--- config.mk ---
export PLATFORM = sky130hd
export DESIGN_NAME = burst_cmac
export DESIGN_NICKNAME = d
export VERILOG_FILES = /design/src/rtl/burst_cmac.sv
export SDC_FILE = /design/constraint.sdc
export NUM_CORES = 1
export LEC_CHECK = 0
export ABC_AREA = 1
export BUFFER_PORTS_ARGS = -buffer_cell sky130_fd_sc_hd__buf_2
export CAP_MARGIN = 20
export CORE_MARGIN = 2
export CORE_UTILIZATION = 24
export DETAILED_ROUTE_END_ITERATION = 10
export MAX_ROUTING_LAYER = met4
export PLACE_DENSITY = 0.44
export SLEW_MARGIN = 20
export SYNTH_ARGS = -nofsm -noshare
export SYNTH_HDL_FRONTEND = slang
export SYNTH_SLANG_ARGS = --single-unit
--- constraint.sdc ---
create_clock -name clk -period 6.4 [get_ports clk]
set_clock_uncertainty 0.05 [all_clocks]
set_input_delay 0.32 -clock clk [delete_from_list [all_inputs] [get_ports clk]]
set_output_delay 0.32 -clock clk [all_outputs]
set_load 0.01 [all_outputs]
--- src/rtl/burst_cmac.sv ---
// -----------------------------------------------------------------------------
// burst_cmac
//   Complex multiply-accumulate over bursts of up to 12 samples. Every accepted
//   sample is multiplied by its complex weight, and the products are summed per
//   burst. Each burst produces one rounded, saturated 9-bit complex result.
//
//   A burst closes on its 12th sample, or on the first cycle without a sample.
//   A 13th consecutive sample opens the next burst with no gap. A done pulse
//   stops sample intake and lets the pending burst drain. After that, out_done
//   pulses once and the block parks in FIN until reset.
//
//   Pipeline, counted from the edge that accepts a sample:
//     capture (sample + first/12th tags)
//       -> products + first/last tags
//       -> accumulate
//       -> output registers.
//   A burst's result is therefore strobed on the 3rd edge after the edge that
//   accepted its last sample.
//
// Ports
//   clk                       rising-edge clock
//   rstb                      synchronous active-low reset
//   in_data_i / in_data_q     12-bit signed sample (real / imaginary)
//   in_w_i / in_w_q           4-bit signed weight (real / imaginary)
//   in_en                     sample valid
//   done                      end-of-stimulus pulse
//   out_data_i / out_data_q   9-bit signed burst result, held between strobes
//   out_en                    one-cycle strobe for out_data_* and out_short
//   out_short                 burst had fewer than 12 samples
//   out_done                  one-cycle pulse: every result has been emitted
// -----------------------------------------------------------------------------
module burst_cmac (
  input  logic              clk,
  input  logic              rstb,
  input  logic signed [11:0] in_data_i,
  input  logic signed [11:0] in_data_q,
  input  logic signed [3:0]  in_w_i,
  input  logic signed [3:0]  in_w_q,
  input  logic              in_en,
  input  logic              done,
  output logic signed [8:0]  out_data_i,
  output logic signed [8:0]  out_data_q,
  output logic              out_en,
  output logic              out_short,
  output logic              out_done
);

  typedef enum logic [1:0] {
    ST_IDLE  = 2'd0,
    ST_ACC   = 2'd1,
    ST_FLUSH = 2'd2,
    ST_FIN   = 2'd3
  } state_t;

  localparam logic [3:0] BURST_LEN = 4'd12;

  state_t     state_q, state_d;
  logic [3:0] cnt_q, cnt_d;
  logic       out_done_d;
  logic       accept, first, last12, pending;

  // Capture stage.
  logic              s0_v_q, s0_first_q, s0_last12_q;
  logic signed [11:0] s0_di_q, s0_dq_q;
  logic signed [3:0]  s0_wi_q, s0_wq_q;

  // Product stage.
  logic              s1_v_q, s1_first_q, s1_last_q, s1_short_q;
  logic signed [16:0] s1_pr_q, s1_pi_q;

  // Accumulate stage.
  logic              s2_close_q, s2_short_q;
  logic signed [20:0] s2_acc_r_q, s2_acc_m_q;

  // Product datapath (combinational, from the capture stage).
  logic signed [16:0] di_x, dq_x, wi_x, wq_x, pr_d, pi_d;
  logic signed [20:0] pr_x, pi_x;

  // Round half up, arithmetic shift by 10, then clamp to the 9-bit range.
  function automatic logic signed [8:0] round_sat(input logic signed [20:0] s);
    logic signed [20:0] r;
    r = (s + 21'sd512) >>> 10;
    if (r > 21'sd255)       return 9'sh0ff;
    else if (r < -21'sd256) return 9'sh100;
    else                    return r[8:0];
  endfunction

  // ---------------------------------------------------------------------------
  // Controller: next-state logic
  // ---------------------------------------------------------------------------
  // Anything still in flight that could yet produce an out_en strobe.
  assign pending = s0_v_q | s1_v_q | s2_close_q;

  always_comb begin
    // NOTE: every output of this block gets a default first, so no path through
    // the case leaves a variable unassigned and no latch is inferred.
    state_d    = state_q;
    cnt_d      = cnt_q;
    out_done_d = 1'b0;
    accept     = in_en && (state_q == ST_IDLE || state_q == ST_ACC);
    // A sample after a full 12-sample burst starts a new burst.
    first      = accept && (state_q == ST_IDLE || cnt_q == BURST_LEN);
    last12     = accept && !first && (cnt_q == BURST_LEN - 4'd1);

    case (state_q)
      ST_IDLE: begin
        if (accept) begin
          state_d = ST_ACC;
          cnt_d   = 4'd1;
        end
      end
      ST_ACC: begin
        if (accept) begin
          cnt_d = first ? 4'd1 : cnt_q + 4'd1;
        end else begin
          state_d = ST_IDLE;
          cnt_d   = 4'd0;
        end
      end
      ST_FLUSH: begin
        if (!pending) begin
          out_done_d = 1'b1;
          state_d    = ST_FIN;
        end
      end
      ST_FIN: ;
      default: state_d = ST_IDLE;
    endcase

    // Done takes priority over intake transitions. A sample on the same edge
    // has already been accepted above, and its burst closes on the next edge
    // because FLUSH accepts nothing.
    if (done && (state_q == ST_IDLE || state_q == ST_ACC)) begin
      state_d = ST_FLUSH;
      cnt_d   = 4'd0;
    end
  end

  always_comb begin
    di_x = {{5{s0_di_q[11]}}, s0_di_q};
    dq_x = {{5{s0_dq_q[11]}}, s0_dq_q};
    wi_x = {{13{s0_wi_q[3]}}, s0_wi_q};
    wq_x = {{13{s0_wq_q[3]}}, s0_wq_q};
    pr_d = di_x * wi_x - dq_x * wq_x;
    pi_d = di_x * wq_x + dq_x * wi_x;
    pr_x = {{4{s1_pr_q[16]}}, s1_pr_q};
    pi_x = {{4{s1_pi_q[16]}}, s1_pi_q};
  end

  // ---------------------------------------------------------------------------
  // Registers
  // ---------------------------------------------------------------------------
  // NOTE: sequential state is assigned only with non-blocking (<=), so every
  // stage samples the previous stage's pre-edge value.
  always_ff @(posedge clk) begin
    if (!rstb) begin
      // NOTE: the datapath registers are reset along with the control bits.
      // Held outputs and accumulators then start from a defined zero, not X.
      state_q     <= ST_IDLE;
      cnt_q       <= 4'd0;
      s0_v_q      <= 1'b0;
      s0_first_q  <= 1'b0;
      s0_last12_q <= 1'b0;
      s0_di_q     <= '0;
      s0_dq_q     <= '0;
      s0_wi_q     <= '0;
      s0_wq_q     <= '0;
      s1_v_q      <= 1'b0;
      s1_first_q  <= 1'b0;
      s1_last_q   <= 1'b0;
      s1_short_q  <= 1'b0;
      s1_pr_q     <= '0;
      s1_pi_q     <= '0;
      s2_close_q  <= 1'b0;
      s2_short_q  <= 1'b0;
      s2_acc_r_q  <= '0;
      s2_acc_m_q  <= '0;
      out_data_i  <= '0;
      out_data_q  <= '0;
      out_en      <= 1'b0;
      out_short   <= 1'b0;
      out_done    <= 1'b0;
    end else begin
      state_q <= state_d;
      cnt_q   <= cnt_d;

      // Capture stage.
      s0_v_q      <= accept;
      s0_first_q  <= first;
      s0_last12_q <= last12;
      if (accept) begin
        s0_di_q <= in_data_i;
        s0_dq_q <= in_data_q;
        s0_wi_q <= in_w_i;
        s0_wq_q <= in_w_q;
      end

      // Product stage. A sample is last either because it was the 12th, or
      // because nothing was accepted on the edge that follows it.
      s1_v_q     <= s0_v_q;
      s1_first_q <= s0_first_q;
      s1_last_q  <= s0_v_q & (s0_last12_q | ~accept);
      s1_short_q <= ~s0_last12_q;
      s1_pr_q    <= pr_d;
      s1_pi_q    <= pi_d;

      // Accumulate stage: the first sample loads the sum, the rest add to it.
      if (s1_v_q) begin
        s2_acc_r_q <= s1_first_q ? pr_x : s2_acc_r_q + pr_x;
        s2_acc_m_q <= s1_first_q ? pi_x : s2_acc_m_q + pi_x;
      end
      s2_close_q <= s1_v_q & s1_last_q;
      if (s1_v_q & s1_last_q) s2_short_q <= s1_short_q;

      // Output stage. Data and short flag hold between strobes.
      out_en <= s2_close_q;
      if (s2_close_q) begin
        out_data_i <= round_sat(s2_acc_r_q);
        out_data_q <= round_sat(s2_acc_m_q);
        out_short  <= s2_short_q;
      end
      out_done <= out_done_d;
    end
  end

endmodule

-- Word-level counts from Yosys, hierarchy flattened
Index checks and enable logic that the tools add are counted.
- register bits after elaboration: 144
- input bits: 36
- output and inout bits: 21
- word-level logic and storage cells: 91
- add/subtract/negate cells: 7
- $mul: 4
- order comparisons: 4
- equal/unequal tests: 10
- mux-type cells: 16
- bitwise gates (word level): 8
- reductions and logical operators: 17
- operators by type and width (kind ; number):
    12-bit by 4-bit multiplier with 16-bit output ; 4
    21-bit by 11-bit adder with 21-bit output (second input constant) ; 2
    21-bit by 17-bit adder with 21-bit output ; 2
    21-bit 2-to-1 mux ; 2
    9-bit 2-to-1 mux ; 4
    11-bit by 9-bit greater-than comparator with 1-bit output (second input constant) ; 2
    11-bit by 9-bit < comparator with 1-bit output (second input constant) ; 2
    16-bit by 16-bit adder with 17-bit output ; 1
    16-bit by 16-bit subtractor with 17-bit output ; 1
    4-bit 2-to-1 mux ; 3
    4-bit equality test (second input constant) ; 2
    2-bit 2-to-1 mux ; 4
    4-bit case mux with 2 select lines ; 1
    4-bit AND reduction ; 2
    2-bit inequality test (second input constant) ; 3
    3-bit by 2-bit inequality test with 1-bit output (second input constant) ; 2
    2-bit case mux with 3 select lines ; 1
    1-bit logical AND ; 5
    4-bit by 1-bit adder with 4-bit output (second input constant) ; 1
    2-bit AND reduction ; 2
    4-bit nonzero test ; 1
    3-bit inequality test (second input constant) ; 1
    1-bit NOT ; 3
    1-bit bitwise OR ; 3
    10 further kinds ; 12

-- Logic depth before layout (Yosys ltp)
Gate-level depths: netlist of run 1.
- depth in word-level cells: 7
- mapped depth: 24
- mapped depth without buffers: 22

-- Worst setup path after synthesis of run 1
OpenSTA, ideal clock, no wires.
- kind: register -> register
- start: register s0_wi_q[2]
- end: register s1_pr_q[10]
- library setup time: 0.113 ns
- arrival: 4.452 ns
- data required time: 6.237 ns
- slack: 1.785 ns
- cell stages (with the launch flop): 24
- path buffers: 2
- clock period less this slack: 4.615 ns
- cell sequence: dfxtp_1 -> clkbuf_1 -> clkbuf_1 -> nand2_1 -> fa_1 -> inv_1 -> fa_1 -> inv_1 -> ha_1 -> inv_1 -> fa_1 -> fa_1 -> ha_1 -> nand3_1 -> nand2_1 -> inv_1 -> o21ai_2 -> inv_1 -> nor2_1 -> nor2_1 -> o21ai_0 -> nand2_1 -> nand2_1 -> nor2_1
- cells in the longest elaborated chain, start to end: 2
- ends and longest elaborated chain (element ; RTL line ; source):
    start, declared ; 65 ; logic signed [3:0] s0_wi_q, s0_wq_q;
    start signal, assigned ; 194 ; s0_wi_q <= in_w_i;
    12-bit by 4-bit multiplier with 16-bit output ; 144 ; pr_d = di_x * wi_x - dq_x * wq_x;
    16-bit by 16-bit subtractor with 17-bit output ; 144 ;
    end signal, assigned ; 204 ; s1_pr_q <= pr_d;
    end, declared ; 69 ; logic signed [16:0] s1_pr_q, s1_pi_q;
Every way passes these cells.
A chain may end at the register's enable or synchronous reset.

-- Worst setup path in the final report of run 1
- start: register s0_wi_q[1]
- end: register s1_pr_q[10]
Same word-level chain as after synthesis.

==> impl_metrics.yaml, run 1 <==
final_layout:
  area_growth_pct: 11.8
  fillers: 7025
  drive_above_1_share_pct: 5.91
  final_nets: 2493
  fin_util_pct: 27.1
yosys:
  synthCells: 2158
  yosysMostFrequentCell: "nand2_1"
  synth_compound_area_share_pct: 12.1
  synthTopCellsByCount: "nand2_1, inv_1, nor2_1, a21oi_1, fa_1"
  synth_top_family_by_area: "adder cells"
  synthAdderAreaFrac_pct: 31.3
  ys.flop_type: "dfxtp_1"
  async_reset_ff_share_pct: 0
  ys_warn_count: 0
  synth.avg_cell_area_um2: 7.07
  yosys.area.top_type: "fa_1"
  synth_simple_gate_area_share_pct: 22.7
  synthXorXnorAreaFrac_pct: 2.79
  synthTopCellsByArea: "fa_1, dfxtp_1, nand2_1"
  synth_top_area_share_pct: 20.6
  ys_seq_elements: 144
  synth_nets: 2482
  synth_area_mm2: 0.0153
  synth_cell_type_count: 48
  synthMuxAreaShare_pct: 0
  synth_edf_count: 0
  ys_seq_area_share_pct: 18.9
clock_network:
  clk_latency_ns: 0.48
  cts_hold_buf: 12
  cts_resized: 0
  cts_tree: "yes"
  postCtsSetupRepairBufs: 0
  cts.htree.levels: 4
  root_buffer: "clkbuf_16"
  cts_made_buffers: 17
  clkSlewWorstSetupHoldPaths_ns: 0.07
  cts_buffer_depth: 2
  clock-sinks: 144
floorplanning:
  fp.dieW_um: 256
  die_y_um: 256
  initial_utilization_pct: 24.2
  fp-row-count: 92
  io-pin-count: 57
  die-area_mm2: 0.0656
  core_mm2: 0.0630
drt:
  dr_total_vias: 13200
  ant_nets: 0
  drt_iter0_drc: 687
  vias_per_cell: 4.36
  wire_per_inst_um: 13.7
  remaining_drc_errors: 0
  wl_mm: 41.5
  drtPass1Iterations: 5
placed_design:
  place.gp.congestion: 0.853
  io_buffers: 56
  hpwlAfterDp_mm: 32.6
sta:
  grt_setup_unrepaired: "false"
  max_freq_mhz: 190
  finalSetupViolCount: 0
  hold_viol: 0
  worst_slew_margin_rel_pct: 29.8
  period_needed_ns: 5.26
  fin_crit_sh_pct: 82.1
  drv_slew: 0
  worst_pin_slew_ns: 1.05
  setup_tns_ns: 0
worst_setup_path:
  crit_arrival_ns: 5.58
  path_max_fanout: 25
  required_ns: 6.73
  critical_path_class: "reg -> reg"
  startpoint_type: "register"
  timing.rr.start: "s0_wi_q[1]$_SDFFE_PN0P_"
  crit_start: "s0_wi_q[1]$_SDFFE_PN0P_"
  endpoint_kind: "register"
power_and_ir_drop:
  ir_drop_uv: 213
  total_power_mw: 4.64
  power_density_mw_per_mm2: 272
  p_leak_nw: 8.90
grt:
  grt_pass1_vias: 13600
  use_met2_pct: 21.4
  busiest_layer: "met2"
  grt_pass1_wl_mm: 70.1
  grt_max_degree: 72
  gr-usage-all-layers_pct: 13.7
  met3_usage_pct: 2.18
  antenna_found_initial: 0
  grtUsageMet1_pct: 18.4
  gr-total-overflow: 0
worst_hold_path:
  hp-class: "in -> reg"
  min_from: "in_data_q[7]"
job:
  cap_violations: 0
status:
  status: "complete, no violations"
[flip-flops by register name, indices dropped and copies added, names as in the netlist, 9 cells and up]
register	cells
out_data_i	9
s0_dq_q	12
s1_pi_q	17
s0_di_q	12
out_data_q	9
s2_acc_m_q	21
s2_acc_r_q	21
s1_pr_q	17
[worst paths after layout]
path	endpoint	cells after the start	slack [ns]
setup / recovery	s1_pr_q[10]$_SDFF_PN0_	21	1.14
hold reg to reg	s1_short_q$_SDFF_PN0_	1	0.35
hold / removal	s0_dq_q[7]$_SDFFE_PN0P_	3	0.03
setup reg to reg	s1_pr_q[10]$_SDFF_PN0_	21	1.14
[stage by stage]
step	hold slack [ns]	setup slack (ns)	instances	area [um^2]
after floorplan	0.337	1.78	2158	15300
after global placement	0.350	1.20	2984	16300
after detailed placement	0.349	1.14	2984	16300
after CTS	0.000282	1.13	3028	17100
after global routing	0.0154	0.584	3028	17100
final	0.0273	1.14	3029	17100
[worst max-delay path: stages, from the launching register on]
cell and delay, ns:
dfxtp_1 1.01, nand2_1 0.17, fa_1 0.57, inv_1 0.06, fa_1 0.50, inv_1 0.04, ha_1 0.26, inv_1 0.05
fa_1 0.57, fa_1 0.42, ha_1 0.34, nand3_1 0.08, nand2_1 0.10, inv_1 0.06, o21ai_2 0.19, inv_1 0.09
nor2_1 0.11, nor2_1 0.07, o21ai_0 0.23, nand2_1 0.08, nand2_1 0.06, nor2_1 0.05
[cell families after synthesis]
| logic type | after synthesis |
|---|---|
| compound gates | 338 |
| flops | 144 |
| fa+ha+maj | 288 |
| xor+xnor | 46 |
| simple gates | 852 |
| buf+inv | 490 |
[power by group]
part           internal, mW  switching, mW  total, mW
Combinational         0.904           1.52       2.43
Sequential             1.01          0.169       1.18
Clock                 0.553          0.479       1.03
Total                  2.47           2.17       4.64
[per-layer routing]
metal / vias up / share of wire (%) / wire length [um]
met5: - / 0 / 0
met4: 0 / 1.2 / 503
met3: 30 / 3.1 / 1310
met2: 214 / 45 / 18700
met1: 6250 / 51 / 21000
li1: 6705 / - / -
[final cells by class]
cell class / instances / area [um^2] / share of cell area [%]
antenna: 1 / 2.50 / 0.0147
clock buffer: 17 / 425 / 2.49
clock inverter: 15 / 168 / 0.983
inverter: 402 / 1510 / 8.85
multi-input combinational: 1524 / 10500 / 61.7
sequential: 144 / 2880 / 16.9
tap: 846 / 1060 / 6.21
timing repair buffer: 80 / 490 / 2.88
[layout by cell type (no fill, tap or decap), types with 7 or more instances in the layout]
cell	Yosys	layout
clkbuf_16	0	17
o21ai_0	124	124
buf_2	2	56
dlygate4sd3_1	0	12
o211ai_1	12	12
xor2_1	30	30
o21bai_1	7	7
ha_1	131	131
dfxtp_1	144	144
nand4_1	21	21
nor2_1	229	228
xnor2_1	13	13
fa_1	157	157
inv_1	398	398
buf_4	2	12
nand3_1	89	89
a21oi_1	169	169
nand2_1	481	481
or2_2	7	7
Note: power is estimated with default switching activity, not from simulation.
==> run 2: changes to the inputs <==
- clock period: 6.4 -> 5 ns (I/O delays scaled with it)
==> run 2 against run 1 <==
Global-route usage down 0.12 points. Register-to-register slack lost 0.80 ns. Via count rose by 0.35%. Setup slack got worse by 0.80 ns. Largest power group unchanged. Non-clock buffer count grew 38. First-iteration DRC count rose by 6.0%. Sequential power grew 25%.
==> impl_metrics.yaml, run 2 (synthesis results as in run 1) <==
placed_design:
  dp_slack_ns: 0.326
  io_buffers: 56
  place.gp.congestion: 0.866
  placed_cells_incl_taps: 3008
  hpwlAfterDp_mm: 33.5
grt:
  grt_max_degree: 72
  gr-usage-all-layers_pct: 13.6
  grt_pass1_vias: 13400
  gr-total-overflow: 0
  antenna_found_initial: 0
  grt_pass1_wl_mm: 70.0
floorplanning:
  fp-row-count: 92
  initial_utilization_pct: 24.2
  die-area_mm2: 0.0656
  core_mm2: 0.0630
  io-pin-count: 57
  fp.dieW_um: 256
  die_y_um: 256
sta:
  worst_slack_ns: 0.342
  grt_setup_unrepaired: "false"
  drv_slew: 0
  max_freq_mhz: 215
  hold_viol: 0
  finalSetupViolCount: 0
  worst_slew_margin_rel_pct: 31.3
  worst_pin_slew_ns: 1.03
  fin_crit_sh_pct: 93.2
  setup_tns_ns: 0
  period_needed_ns: 4.66
power_and_ir_drop:
  p_comb_share_pct: 53.5
  power_density_mw_per_mm2: 341
  p_clk_share_pct: 21.5
  seqPwrFrac_pct: 25.0
  power.internal_mw: 3.14
  p_leak_nw: 9.07
  p_switching_mw: 2.79
  switching_share_pct: 47.0
  ir_drop_uv: 248
clock_network:
  root_buffer: "clkbuf_16"
  cts_tree: "yes"
  cts_made_buffers: 17
  clock-sinks: 144
  clkSlewWorstSetupHoldPaths_ns: 0.07
  clk_latency_ns: 0.46
  cts.htree.levels: 4
  cts_buffer_depth: 2
drt:
  ant_nets: 0
  vias_per_cell: 4.32
  dr_total_vias: 13200
  wl_mm: 42.3
  drt_iter0_drc: 728
  wire_per_inst_um: 13.8
  drtPass1Iterations: 8
  remaining_drc_errors: 0
worst_setup_path:
  path_max_fanout: 9
  endpoint_kind: "register"
  startpoint_type: "register"
  critical_path_class: "reg -> reg"
  required_ns: 5.34
  crit_arrival_ns: 5.00
final_layout:
  fin_cells: 3067
  layout_commonest_cell: "nand2_1"
  largest_registers: "s2_acc_m_q (21), s2_acc_r_q (21)"
  layout_common_cells: "nand2_1, inv_1, nor2_1, a21oi_1, fa_1"
  fillers: 6930
  area_growth_pct: 13.8
  final_nets: 2531
  drive_above_1_share_pct: 6.98
status:
  status: "complete, no violations"
job:
  cap_violations: 0
worst_hold_path:
  hp-class: "in -> reg"
-- run 2: power by group through the flow --
stage / sequential, mW / combinational [mW] / clock (mW)
global placement: 1.50 / 3.18 / 0
finish: 1.48 / 3.17 / 1.28
detailed placement: 1.50 / 3.16 / 0
CTS: 1.48 / 3.21 / 1.32
floorplan: 1.39 / 2.43 / 0
global route: 1.50 / 3.70 / 1.36
-- run 2: path summary, 6_finish.rpt --
kind | start | to | slack (ns) | cells after the start
worst max-delay path | s0_wi_q[2]$_SDFFE_PN0P_ | s1_pr_q[11]$_SDFF_PN0_ | 0.34 | 18
worst min-delay path | in_data_q[1] | s0_dq_q[1]$_SDFFE_PN0P_ | 0.04 | 3
worst min register to register | s0_last12_q$_SDFF_PN0_ | s1_short_q$_SDFF_PN0_ | 0.36 | 1
worst max register to register | s0_wi_q[2]$_SDFFE_PN0P_ | s1_pr_q[11]$_SDFF_PN0_ | 0.34 | 18
-- run 2: final cells by class --
type / count / area (um^2) / area share [%]
multi-input cells: 1524 / 10500 / 60.6
repair buffers: 118 / 823 / 4.74
inverters: 402 / 1510 / 8.69
clock inverters: 15 / 143 / 0.821
clock buffers: 17 / 425 / 2.45
well taps: 846 / 1060 / 6.10
diodes: 1 / 2.50 / 0.0144
flip-flops and latches: 144 / 2890 / 16.6
-- run 2: critical path, cell delays in order (launching register included) --
cell and delay (ns):
dfxtp_1 0.51, buf_4 0.21, nand2_1 0.07, fa_1 0.54, inv_1 0.05, fa_1 0.52, fa_1 0.44, fa_1 0.48
ha_1 0.30, ha_1 0.36, a21oi_1 0.16, nand2_1 0.11, a21oi_1 0.24, inv_1 0.09, a21oi_1 0.13, a21oi_1 0.06
nand2_1 0.08, nand2_1 0.05, nor2_1 0.12
-- run 2: what timing repair did --
action / in CTS / in global routing
buffers inserted: 0 / 0
hold endpoints to repair: 26 / 0
resized for setup: 0 / 2
hold buffers: 26 / 0
setup endpoints to repair: 0 / 2
-- run 2: stage by stage --
| stage | hold slack [ns] | cell area (um^2) | power (mW) | util (%) |
|---|---|---|---|---|
| CTS | 0.000394 | 17400 | 6.01 | 27.6 |
| detailed placement | 0.356 | 16500 | 4.66 | 26.3 |
| floorplan | 0.335 | 15300 | 3.82 | - |
| finish | 0.0419 | 17400 | 5.93 | 27.6 |
| global placement | 0.353 | 16500 | 4.68 | 26.3 |
| global route | 0.0249 | 17400 | 6.56 | 27.6 |
-- run 2: layer usage --
metal,vias up,global-route usage [%],wire (um)
li1,6784,-,-
met1,6214,18.6,21400
met2,232,21.4,19000
met3,15,2.10,1670
met4,0,2.23,278
met5,-,-,0
==> run 3: changes to the inputs <==
- CORE_MARGIN: 2 -> default
==> run 3 against run 2 <==
Setup slack got worse by 0.088 ns. Routed wire length fell by 0.24%. Register-to-register slack got worse by 0.09 ns. Sequential share of layout area barely moved. Global-route usage rose by 0.57 points. Clock power rose by 4%. Critical endpoint unchanged. Largest power group unchanged.
==> impl_metrics.yaml, run 3 (synthesis results as in run 1) <==
grt:
  grt_pass1_wl_mm: 70.0
  gr-total-overflow: 0
  grt_pass1_vias: 13500
  grt_max_degree: 71
  gr-usage-all-layers_pct: 14.1
  antenna_found_initial: 0
power_and_ir_drop:
  power_density_mw_per_mm2: 344
  p_leak_nw: 9.09
  ir_drop_uv: 202
worst_setup_path:
  timing.rr.end: "s1_pr_q[11]$_SDFF_PN0_"
  crit_arrival_ns: 5.09
  max_stage_delay_ns: 0.71
  critical_path_class: "reg -> reg"
  crit_start: "s0_wq_q[2]$_SDFFE_PN0P_"
  endpoint_kind: "register"
  timing.rr.start: "s0_wq_q[2]$_SDFFE_PN0P_"
  crit_path_top_delay_cell: "dfxtp_1"
  crit_path_cell_trace: "nand2_1 > ha_1 > or2_2 > fa_1 > fa_1 > fa_1 > ha_1 > ha_1 > a21oi_1 > nand2_1 > a21oi_1 > inv_1 > a21oi_1 > a21oi_1 > nand2_1 > nand2_1 > nor2_1"
  required_ns: 5.35
  r2r_slack_ns: 0.25
  ff2ff_path_depth: 17
  worstSetupEndpoint: "s1_pr_q[11]$_SDFF_PN0_"
  startpoint_type: "register"
  path_max_fanout: 12
placed_design:
  io_buffers: 56
  hpwlAfterDp_mm: 33.3
  place.gp.congestion: 0.856
  dp_slack_ns: 0.278
drt:
  highest_layer: "met4"
  remaining_drc_errors: 0
  drt_iter0_drc: 898
  dr_wl_met3_mm: 1.78
  ant_nets: 0
  wl_met1_mm: 21.3
  wl_mm: 42.2
  wl_met2_mm: 18.8
  vias_per_cell: 4.39
  wire_per_inst_um: 13.8
  drtPass1Iterations: 5
  dr_total_vias: 13400
clock_network:
  cts_made_buffers: 17
  cts_tree: "yes"
  clkSlewWorstSetupHoldPaths_ns: 0.07
  cts_buffer_depth: 2
  root_buffer: "clkbuf_16"
  clk_latency_ns: 0.46
  clock-sinks: 144
  postCtsSetupRepairBufs: 0
  cts.htree.levels: 4
sta:
  finalSetupViolCount: 0
  hold_viol: 0
  worst_pin_slew_ns: 0.998
  fin_crit_sh_pct: 94.9
  worst_slew_margin_rel_pct: 33.4
  grt_setup_unrepaired: "false"
  period_needed_ns: 4.75
  drv_slew: 0
  setup_tns_ns: 0
  max_freq_mhz: 211
  timing.hold.ws_ns: 0.0310
  worst_slack_ns: 0.254
floorplanning:
  fp.dieW_um: 254
  core_mm2: 0.0630
  die_y_um: 254
  initial_utilization_pct: 24.2
  io-pin-count: 57
  die-area_mm2: 0.0646
  fp-row-count: 92
final_layout:
  insertedDiodeCount: 0
  drive_above_1_share_pct: 7.07
  largest_registers: "s2_acc_m_q (21), s2_acc_r_q (21)"
  layout_commonest_cell: "nand2_1"
  layout_common_cells: "nand2_1, inv_1, nor2_1, a21oi_1, fa_1"
  area.sequential_mm2: 0.00289
  final_nets: 2531
  multiInputGateArea_mm2: 0.0105
  fillers: 6992
  area_growth_pct: 13.9
worst_hold_path:
  hp-class: "in -> reg"
job:
  cap_violations: 0
status:
  status: "complete, no violations"
-- run 3: how the worst min path moves through the flow --
stage	startpoint	endpoint	slack [ns]	depth (start not counted)
after floorplan	in_w_q[2]	s0_wq_q[2]$_SDFFE_PN0P_	0.33	2
after global placement	s0_first_q$_SDFF_PN0_	s1_first_q$_SDFF_PN0_	0.34	2
after detailed placement	s0_last12_q$_SDFF_PN0_	s1_short_q$_SDFF_PN0_	0.35	1
after CTS	in_w_q[0]	s0_wq_q[0]$_SDFFE_PN0P_	0.002	3
after global routing	in_data_i[3]	s0_di_q[3]$_SDFFE_PN0P_	0.03	3
final	in_data_i[3]	s0_di_q[3]$_SDFFE_PN0P_	0.03	3
-- run 3: repair_timing --
item	in CTS	in global routing
hold buffers	25	0
setup endpoints to repair	0	1
gates resized for setup	0	3
hold endpoints to repair	25	0
-- run 3: metrics by stage --
| step | total power [mW] | utilization (%) | std cells | area, um^2 |
|---|---|---|---|---|
| finish | 5.99 | 27.6 | 3066 | 17400 |
| global route | 6.61 | 27.6 | 3066 | 17400 |
| CTS | 6.06 | 27.6 | 3066 | 17400 |
| detailed placement | 4.64 | 26.2 | 3009 | 16500 |
| global placement | 4.67 | 26.2 | 3009 | 16500 |
| floorplan | 3.82 | - | 2158 | 15300 |
-- run 3: critical path, delay by kind of cell (launching register included) --
kind | cells | cell delay, ns
AOI/OAI and AO/OA | 4 | 0.66
adders and majority gates | 6 | 2.38
buffers and inverters | 1 | 0.10
and+or+nand+nor | 6 | 0.79
DFF | 1 | 0.71
-- run 3: power breakdown --
group	switching [mW]	internal [mW]
Combinational	1.98	1.18
Clock	0.623	0.710
Sequential	0.195	1.30
Total	2.80	3.19
-- run 3: metal layers --
| metal | track usage [%] | up-vias |
|---|---|---|
| met5 | - | - |
| met4 | 2.46 | 0 |
| met3 | 2.25 | 15 |
| met2 | 22.2 | 275 |
| met1 | 19.2 | 6375 |
| li1 | - | 6781 |
-- run 3: layout make-up --
cell class / count / share of cell area (%)
Clock buffer: 17 / 2.45
Multi-Input combinational cell: 1524 / 60.5
Sequential cell: 144 / 16.6
Timing Repair Buffer: 118 / 4.65
Clock inverter: 15 / 0.986
Tap cell: 846 / 6.09
Inverter: 402 / 8.68
